### src/rtl/parity_frame_ctrl.sv
// rtl/parity_frame_ctrl.sv - word-to-serial frame sequencer with appended even/odd parity bit
module parity_frame_ctrl #(
    parameter int WIDTH = 8,
    parameter int CNT_W = 16
) (
    input  logic             clk,
    input  logic             rst_n,
    input  logic [WIDTH-1:0] in_data,
    input  logic             in_valid,
    output logic             in_ready,
    input  logic             odd_sel,
    output logic             ser_out,
    output logic             ser_valid,
    output logic             ser_last,
    input  logic             ser_ready,
    output logic             busy,
    output logic [CNT_W-1:0] frame_cnt
);

    localparam int BW = (WIDTH > 1) ? $clog2(WIDTH) : 1;
    localparam logic [BW-1:0] LAST_BIT = BW'(WIDTH - 1);

    typedef enum logic [1:0] {
        IDLE   = 2'd0,
        DATA   = 2'd1,
        PARITY = 2'd2
    } state_t;

    state_t           state;
    logic [WIDTH-1:0] shreg;
    logic [BW-1:0]    cnt;
    logic             acc;
    logic             ser_out_q;
    logic             ser_valid_q;
    logic             ser_last_q;
    logic             accept;
    logic             beat;

    // A new word can enter from idle, or on the edge that consumes the parity beat.
    assign in_ready  = (state == IDLE) || ((state == PARITY) && ser_ready);
    assign accept    = in_valid && in_ready;
    assign beat      = ser_valid_q && ser_ready;

    assign ser_out   = ser_out_q;
    assign ser_valid = ser_valid_q;
    assign ser_last  = ser_last_q;
    assign busy      = (state != IDLE);

    // Frame sequencer: the serial outputs are registered alongside the state,
    // so the next bit to present is computed here from the current datapath.
    always_ff @(posedge clk or negedge rst_n) begin
        if (!rst_n) begin
            state       <= IDLE;
            shreg       <= '0;
            cnt         <= '0;
            acc         <= 1'b0;
            frame_cnt   <= '0;
            ser_out_q   <= 1'b0;
            ser_valid_q <= 1'b0;
            ser_last_q  <= 1'b0;
        end else begin
            case (state)
                IDLE: begin
                    if (accept) begin
                        shreg       <= in_data;
                        acc         <= odd_sel;
                        cnt         <= '0;
                        state       <= DATA;
                        ser_out_q   <= in_data[0];
                        ser_valid_q <= 1'b1;
                        ser_last_q  <= 1'b0;
                    end
                end
                DATA: begin
                    if (beat) begin
                        shreg <= shreg >> 1;
                        acc   <= acc ^ shreg[0];
                        cnt   <= cnt + 1'b1;
                        if (cnt == LAST_BIT) begin
                            // Parity bit includes the data bit being consumed now.
                            state      <= PARITY;
                            ser_out_q  <= acc ^ shreg[0];
                            ser_last_q <= 1'b1;
                        end else begin
                            ser_out_q <= shreg[1];
                        end
                    end
                end
                PARITY: begin
                    if (beat) begin
                        frame_cnt <= frame_cnt + 1'b1;
                        if (in_valid) begin
                            shreg       <= in_data;
                            acc         <= odd_sel;
                            cnt         <= '0;
                            state       <= DATA;
                            ser_out_q   <= in_data[0];
                            ser_valid_q <= 1'b1;
                            ser_last_q  <= 1'b0;
                        end else begin
                            state       <= IDLE;
                            ser_out_q   <= 1'b0;
                            ser_valid_q <= 1'b0;
                            ser_last_q  <= 1'b0;
                        end
                    end
                end
                default: begin
                    state       <= IDLE;
                    ser_out_q   <= 1'b0;
                    ser_valid_q <= 1'b0;
                    ser_last_q  <= 1'b0;
                end
            endcase
        end
    end

endmodule

### config.mk
export PLATFORM = sky130hd
export DESIGN_NAME = parity_frame_ctrl
export DESIGN_NICKNAME = d
export VERILOG_FILES = /design/src/rtl/parity_frame_ctrl.sv
export SDC_FILE = /design/constraint.sdc
export NUM_CORES = 1
export LEC_CHECK = 0
export BUFFER_PORTS_ARGS = -buffer_cell sky130_fd_sc_hd__buf_2
export CAP_MARGIN = 30
export CORE_ASPECT_RATIO = 1.25
export CORE_UTILIZATION = 25
export DETAILED_ROUTE_END_ITERATION = 6
export PLACE_DENSITY = 0.52
export SLEW_MARGIN = 15
export SYNTH_ARGS = -nofsm -noshare
export SYNTH_HDL_FRONTEND = slang
export SYNTH_SLANG_ARGS = --single-unit
### constraint.sdc
create_clock -name clk -period 2.6 [get_ports clk]
set_input_delay 0.13 -clock clk [delete_from_list [all_inputs] [get_ports clk]]
set_output_delay 0.13 -clock clk [all_outputs]
set_load 0.005 [all_outputs]
==> results of run 1 <==
## layer usage
metal / share of wire (%) / vias up / GRT usage [%] / wire [um]
met1: 47 / 534 / 12.6 / 1420
met5: 0 / - / 0 / 0
met2: 49 / 25 / 15.8 / 1500
met4: 0.59 / 0 / 4.41 / 18
li1: - / 562 / - / -
met3: 3.6 / 2 / 3.24 / 109
## power groups by stage
stage | combinational (mW) | sequential (mW) | clock (mW)
floorplan | 0.0147 | 0.520 | 0
global placement | 0.0380 | 0.522 | 0
detailed placement | 0.0383 | 0.522 | 0
CTS | 0.0394 | 0.513 | 0.419
global route | 0.0445 | 0.514 | 0.448
finish | 0.0379 | 0.513 | 0.402
## registers in the layout, summed over array words and instances, names as in the netlist
name and cells:
cnt 3, ser_valid 1, acc 1, state 2
frame_cnt 16, shreg 8, ser_out 1
## stage by stage
stage	hold slack [ns]	setup slack, ns	instances
after floorplan	-0.166	1.13	136
after global placement	0.242	0.919	245
after detailed placement	0.238	0.891	245
after CTS	0.151	0.885	253
after global routing	0.161	0.754	253
final	0.159	0.904	253
## path summary, 6_finish.rpt
kind                       slack [ns]  cells past startpoint             to          start
setup / recovery                 0.90                      4  frame_cnt[13]       state[1]
hold / removal                   0.16                      3       shreg[3]     in_data[3]
setup reg to reg                 0.90                      4  frame_cnt[13]       state[1]
hold reg to reg                  0.46                      1  frame_cnt[15]  frame_cnt[15]
max in group asynchronous        1.67                      2  frame_cnt[12]          rst_n
min in group asynchronous        0.47                      2       shreg[2]          rst_n
## worst min-delay path, cell delays in order
cell,delay [ns]
buf_2,0.08
mux2i_1,0.05
a21oi_1,0.13
## kinds of logic (layout without fill, tap and decap cells)
| group | count (synthesis) | after routing | synth area share, % |
|---|---|---|---|
| AO/OA/AOI/OAI | 26 | 26 | 11.1 |
| XOR/XNOR | 16 | 16 | 9.37 |
| adder cells (fa/ha/maj) | 3 | 3 | 2.38 |
| buffers and inverters | 8 | 43 | 3.65 |
| flip-flops | 32 | 32 | 50.8 |
| multiplexers | 10 | 10 | 6.43 |
| AND/OR/NAND/NOR | 41 | 41 | 16.2 |
## synthesized netlist by cell type, types with 3 or more instances
cell,n
dfrtp_1,32
xnor2_1,13
a21oi_1,11
mux2i_1,9
nor2_1,9
nand2_1,6
and3_1,4
and4_1,4
nand3_1,4
buf_4,3
ha_1,3
## area by class of cell
type	count	area, um^2
sequential	32	801
tap	82	103
timing repair buffer	34	175
clock buffer	7	96.3
fill	629	4040
inverter	2	7.51
multi-input combinational	96	717
==> summary.txt, run 1 <==
Drt
  – Final ANT Viol Nets: 0
  – Routed Wire Length: 3.05 mm
  – Vias/cell: 4.44
  – DRT iter0 DRCs: 40
  – Routed vias: 1123
  – DRC: 0
  – Pre-antenna DRT Iters: 4
  – WL per Instance: 12.0 um

Power and ir drop
  – Total power: 0.953 mW
  – Switch share: 20.4%
  – Sequential power share: 53.8%
  – VDD IR max: 0.413 mV
  – Leakage: 1.01 nW
  – Internal: 0.759 mW
  – Gate power share: 4.0%
  – Clock power share: 42.2%
  – P per Cell Area: 502 nW/um^2
  – Sw Pwr: 0.194 mW

Hold path
  – Hold Crit Class: input port to register

Synthesis
  – Main synth FF type: dfrtp_1
  – Count of cell types in the netlist: 41
  – Sequential cell area fraction in the yosys report: 50.8%
  – Post-synth top area cell: dfrtp_1
  – Seq cells post-synth: 32
  – Largest cells by area after synthesis: dfrtp_1, xnor2_1, mux2i_1
  – Synthesized Nets: 152
  – Syn avg cell area: 11.6 um^2
  – Post-Syn Area: 1580 um^2
  – Mapped Cells: 136
  – Asr flop ratio synth: 100%
  – Post-synth EDFFs: 0
  – Yosys Warn Count: 0
  – Post-synth top area share: 50.8%

Clocking
  – Clock root cell: clkbuf_8
  – CTS Buf Count: 5
  – PostCTS Resize Cnt: 0
  – CTS tree: yes
  – # hold bufs at CTS: 1
  – Setup Buffers After CTS: 0
  – CTS clock-pin slew for the worst setup and hold paths: 0.06 ns
  – CTS Sinks: 32
  – Clock Path Buffers: 2
  – H-tree Lvls: 2
  – Clock Latency Late Sink: 0.27 ns

GRT
  – Pin count of the biggest net entering global routing: 33
  – Vias in the first global route: 1103
  – Antenna violations before repair: 0
  – First-pass GRT wire length: 5.13 mm
  – Grt total ovfl: 0
  – Tot GR Track Use: 10.2%

STA
  – Final TNS setup: 0 ns
  – Rel. slew slack: 50.9%
  – Final period util: 65.2%
  – Max Freq: 0.590 GHz
  – Final hold vios: 0
  – Final Max Tran Viols: 0
  – RSZ-0062 raised after global routing: no
  – Final min period: 1.70 ns
  – Final setup fails: 0
  – Final setup skew: 0.00174 ns
  – Actual slew at the worst max-slew pin: 0.737 ns

Critical path
  – Worst EP required: 2.76 ns
  – Critical-path top delay cell: dfrtp_1
  – Critical-path maximum fanout: 11
  – CP startpoint kind: register
  – Setup crit end kind: register
  – Bufs and invs on worst path: 0
  – Crit path cell chain: and4b_1 > and4_1 > nand4_4 > xnor2_2
  – WP data arrival: 1.86 ns
  – Critical setup path kind: register to register
  – Critical Path Max Stage Delay: 0.51 ns
  – Delay-heaviest family, CP: simple AND/OR/NAND/NOR gates

Placement
  – Placed Area: 1790 um^2
  – Hpwl dp: 2.19 mm
  – RD Place Congestion: 0.729
  – Port-buffer cells: 33

Floorplan
  – Initial Util: 26.5%
  – Ports: 34
  – Die area: 6620 um^2
  – Die width: 73 um
  – Site Rows: 31
  – Die Y: 90.8 um
  – Core region area: 5930 um^2

Finish
  – Most common cell after layout, fill and taps aside: buf_2
  – Area grow syn2layout: 20.6%
  – Share of cells above drive strength 1: 27.5%
  – Most frequent cells in the layout: buf_2, dfrtp_1, xnor2_1
  – Antenna diodes: 0
  – Final Net Count: 187
  – Post-route cell area: 1900 um^2
  – Post-Route Utilization: 32.0%

Flow run
  – Max_cap viols: 0

Status
  – Outcome: finished, final reports clean
Power figures use the tool's default switching activity.
==> run 2, diff against run 1 <==
- PLACE_DENSITY: 0.52 -> 0.53
- clock period: 2.6 -> 1.5 ns (I/O delays scaled with it)
==> run 2 against run 1 <==
  * Sequential power is 73% higher
  * Count of clock-buffer cells in the layout is 1 higher
  * Via count is 4.9% higher
  * Worst hold slack worse by 0.060 ns
  * Final cell count is 6.7% higher
  * Clock skew is 0.0012 ns higher
  * Setup slack worse by 0.81 ns
  * Critical path depth is 1 higher
  * Largest cell class unchanged
  * Sequential share of layout area is 3.2 points lower
  * Register-to-register slack worse by 0.81 ns
  * Non-clock buffer count is 16 higher
  * Total power is 71% higher
==> summary.txt, run 2 (synthesis gave the netlist of run 1 again) <==
Status
  – Outcome: finished, final reports clean

Finish
  – Most common cell after layout, fill and taps aside: buf_2
  – Post-route cell area: 2050 um^2
  – Share of cells above drive strength 1: 36.2%
  – Area grow syn2layout: 30.3%
  – Top flop regs: frame_cnt x16, shreg x8, cnt x3
  – Largest reg by FF count: frame_cnt
  – Non-filler instance count after layout: 270
  – Largest register FFs: 16
  – Most frequent cells in the layout: buf_2, dfrtp_1, buf_4
  – Antenna diodes: 0
  – Final Net Count: 203

STA
  – Final setup margin: 0.0901 ns
  – Final setup fails: 0
  – Final min period: 1.41 ns
  – Final setup skew: 0.00298 ns
  – Fin Hold WS: 0.0988 ns
  – Actual slew at the worst max-slew pin: 0.411 ns
  – Final period util: 94.0%
  – Max Freq: 0.709 GHz
  – Final Max Tran Viols: 0
  – Final hold vios: 0
  – Rel. slew slack: 72.6%

Floorplan
  – Die Y: 90.8 um
  – Initial Util: 26.5%
  – Die width: 73 um
  – Die area: 6620 um^2
  – Site Rows: 31
  – Ports: 34
  – Core region area: 5930 um^2

Clocking
  – CTS Sinks: 32
  – CTS Buf Count: 5
  – Clock Latency Late Sink: 0.27 ns
  – Clock root cell: clkbuf_8
  – CTS tree: yes
  – H-tree Lvls: 2
  – Clock Path Buffers: 2
  – CTS clock-pin slew for the worst setup and hold paths: 0.06 ns

GRT
  – First-pass GRT wire length: 5.57 mm
  – Most Crowded Layer GR: met2
  – Pin count of the biggest net entering global routing: 33
  – Antenna violations before repair: 0
  – M3 GR Usage: 3.13%
  – Vias in the first global route: 1216
  – Met1 Use GR: 13.5%
  – GR Layer Usage met2: 18.1%
  – Grt total ovfl: 0
  – Tot GR Track Use: 10.7%

Placement
  – Hpwl dp: 2.38 mm
  – Placed insts: 261
  – Port-buffer cells: 33
  – RD Place Congestion: 0.767
  – Placed Area: 1940 um^2
  – DP Worst Slack: -0.00635 ns

Critical path
  – FF-to-FF setup slack: 0.09 ns
  – Worst EP required: 1.66 ns
  – Critical setup path kind: register to register
  – Critical-path maximum fanout: 6
  – Setup crit end kind: register
  – WP data arrival: 1.57 ns
  – CP startpoint kind: register

Drt
  – Final ANT Viol Nets: 0
  – Routed vias: 1178
  – WL per Instance: 11.8 um
  – DRC: 0
  – Routed Wire Length: 3.19 mm
  – Pre-antenna DRT Iters: 4
  – Vias/cell: 4.36
  – DRT iter0 DRCs: 58

Power and ir drop
  – Total power: 1.63 mW
  – VDD IR max: 0.425 mV
  – Leakage: 1.10 nW
  – P per Cell Area: 794 nW/um^2

Hold path
  – Hold Crit Class: input port to register

Flow run
  – Max_cap viols: 0
==> run 2: repair_timing <==
item / in CTS / in global routing
resized for setup: 1 / 7
hold endpoints to repair: 32 / 0
buffers inserted: 0 / 0
hold buffers: 1 / 0
endpoints found under the setup margin: 1 / 10
pin swaps: 0 / 1
==> run 2: power by group <==
group / switching (mW) / total, mW / leakage, nW / internal, mW
clock: 0.299 / 0.673 / 0.0455 / 0.374
combinational: 0.0372 / 0.0680 / 0.623 / 0.0309
sequential: 0.0102 / 0.888 / 0.427 / 0.878
==> run 2: final timing paths <==
path,from,to,cells past startpoint
max in group asynchronous,rst_n,frame_cnt[1],3
max reg2reg,ser_valid,ser_out,5
min,in_data[1],shreg[1],3
min reg2reg,frame_cnt[15],frame_cnt[15],1
min in group asynchronous,rst_n,ser_out,3
max,ser_valid,ser_out,5
==> run 2: final cells by class <==
class,count,area (um^2)
multi-input cells,96,732
flip-flops and latches,32,801
clock buffers,8,90.1
well taps,82,103
inverters,2,7.51
fillers,623,3880
repair buffers,50,320
==> run 2: routing by layer <==
metal	routed length, um	vias to the layer above
met5	0	-
met4	17	0
met3	165	4
met2	1580	34
met1	1420	548
li1	-	592
==> run 2: worst max-delay path, cell delays in order (launching register included) <==
cell and delay, ns:
dfrtp_1 0.39, buf_4 0.16, and2_2 0.20, a32oi_1 0.18, o21ai_1 0.08, a211o_1 0.28
==> run 2: through the flow <==
step                      setup TNS, ns  util, %
after CTS                             0     34.4
final                                 0     34.6
after global routing          -0.000581     34.6
after floorplan                       0        -
after global placement                0     32.7
after detailed placement       -0.00635     32.7
==> run 3, diff against run 2 <==
- CTS_BUF_LIST: default -> sky130_fd_sc_hd__clkbuf_16
- CTS_CLUSTER_SIZE: default -> 14
==> run 3 against run 2 <==
  * Sequential share of layout area is 0.84 points lower
  * Final cell count stayed put
  * Cell area is 2.2% higher
  * Highest routed layer unchanged
==> summary.txt, run 3 (synthesis gave the netlist of run 1 again) <==
Status
  – Outcome: finished, final reports clean

Placement
  – RD Place Congestion: 0.767
  – Placed Area: 1940 um^2
  – DP Worst Slack: -0.00635 ns
  – Port-buffer cells: 33
  – Hpwl dp: 2.38 mm

Power and ir drop
  – Total power: 1.89 mW
  – P per Cell Area: 902 nW/um^2
  – VDD IR max: 0.555 mV
  – Leakage: 1.12 nW

Flow run
  – Max_cap viols: 0

Floorplan
  – Die width: 73 um
  – Die Y: 90.8 um
  – Ports: 34
  – Core region area: 5930 um^2
  – Die area: 6620 um^2
  – Site Rows: 31
  – Initial Util: 26.5%

Finish
  – Antenna diodes: 0
  – Largest register FFs: 16
  – Most frequent cells in the layout: buf_2, dfrtp_1, buf_4
  – Share of cells above drive strength 1: 35.1%
  – Area grow syn2layout: 33.2%
  – Largest reg by FF count: frame_cnt
  – Final Net Count: 203
  – Most common cell after layout, fill and taps aside: buf_2
  – Post-Route Utilization: 35.4%
  – Top flop regs: frame_cnt x16, shreg x8, cnt x3
  – Post-route cell area: 2100 um^2

Clocking
  – Setup Buffers After CTS: 0
  – H-tree Lvls: 2
  – Clock Path Buffers: 2
  – CTS Sinks: 32
  – CTS Buf Count: 5
  – CTS clock-pin slew for the worst setup and hold paths: 0.05 ns
  – Clock Latency Late Sink: 0.27 ns
  – Clock root cell: clkbuf_16
  – CTS tree: yes

STA
  – Final setup fails: 0
  – Final hold vios: 0
  – Rel. slew slack: 72.0%
  – Final Max Tran Viols: 0
  – Final setup skew: 0.00465 ns
  – Final period util: 94.8%
  – Actual slew at the worst max-slew pin: 0.420 ns
  – Final min period: 1.42 ns
  – Final setup margin: 0.0785 ns
  – Max Freq: 0.703 GHz

Drt
  – WL per Instance: 11.9 um
  – Vias/cell: 4.38
  – DRC: 0
  – Final ANT Viol Nets: 0
  – Routed vias: 1183
  – DRT iter0 DRCs: 42
  – Routed Wire Length: 3.22 mm
  – Pre-antenna DRT Iters: 4

Critical path
  – Setup crit end kind: register
  – R2r startpoint: ser_valid
  – CP startpoint kind: register
  – WP data arrival: 1.57 ns
  – Worst EP required: 1.65 ns
  – Critical setup path kind: register to register
  – Critical-path maximum fanout: 6
  – Crit. Startpoint: ser_valid

Hold path
  – Hold Crit Start: in_data[1]
  – Hold Crit Class: input port to register

GRT
  – Grt total ovfl: 0
  – Pin count of the biggest net entering global routing: 33
  – Vias in the first global route: 1221
  – First-pass GRT wire length: 5.66 mm
  – Antenna violations before repair: 0
  – Tot GR Track Use: 10.9%
==> run 3: path summary, 6_finish.rpt <==
kind / to / slack (ns) / depth (start not counted)
max reg2reg: ser_out / 0.08 / 5
min in group asynchronous: cnt[2] / 0.36 / 3
max: ser_out / 0.08 / 5
min: shreg[1] / 0.10 / 3
min reg2reg: frame_cnt[15] / 0.47 / 1
max in group asynchronous: frame_cnt[1] / 0.83 / 3
==> run 3: repair_timing <==
action,4_1_cts,5_1_grt
gates resized for setup,1,5
endpoints found under the hold margin,32,0
hold buffers,1,0
pin swaps,0,1
endpoints found under the setup margin,1,10
==> run 3: cell type report <==
class	count	area, um^2
Sequential cell	32	801
Inverter	2	7.51
Timing Repair Buffer	50	320
Multi-Input combinational cell	96	731
Tap cell	82	103
Clock buffer	5	125
Clock inverter	3	11.3
Fill cell	617	3840
==> run 3: where the power goes <==
part	total, mW	internal [mW]	switching, mW
Sequential	0.890	0.880	0.0102
Clock	0.935	0.595	0.340
Combinational	0.0681	0.0308	0.0373
Total	1.89	1.51	0.387
==> run 3: stage by stage <==
stage                     std cells  hold WS (ns)  setup TNS, ns
final                           270         0.102              0
after global routing            270         0.128       -0.00343
after CTS                       270         0.103              0
after detailed placement        261         0.128       -0.00635
after global placement          261         0.126              0
after floorplan                 136        -0.221              0
==> run 3: worst max-delay path, stage by stage (launching register included) <==
cell and delay, ns:
dfrtp_1 0.38, buf_4 0.16, and2_1 0.19, a32oi_1 0.19, o21ai_0 0.10, a211o_1 0.29
==> run 3: layer usage <==
layer / vias up / wire, um / GRT usage [%]
met4: 0 / 12 / 1.96
met2: 31 / 1610 / 18.4
met3: 2 / 158 / 3.46
li1: 593 / - / -
met1: 557 / 1440 / 13.6
met5: - / 0 / 0
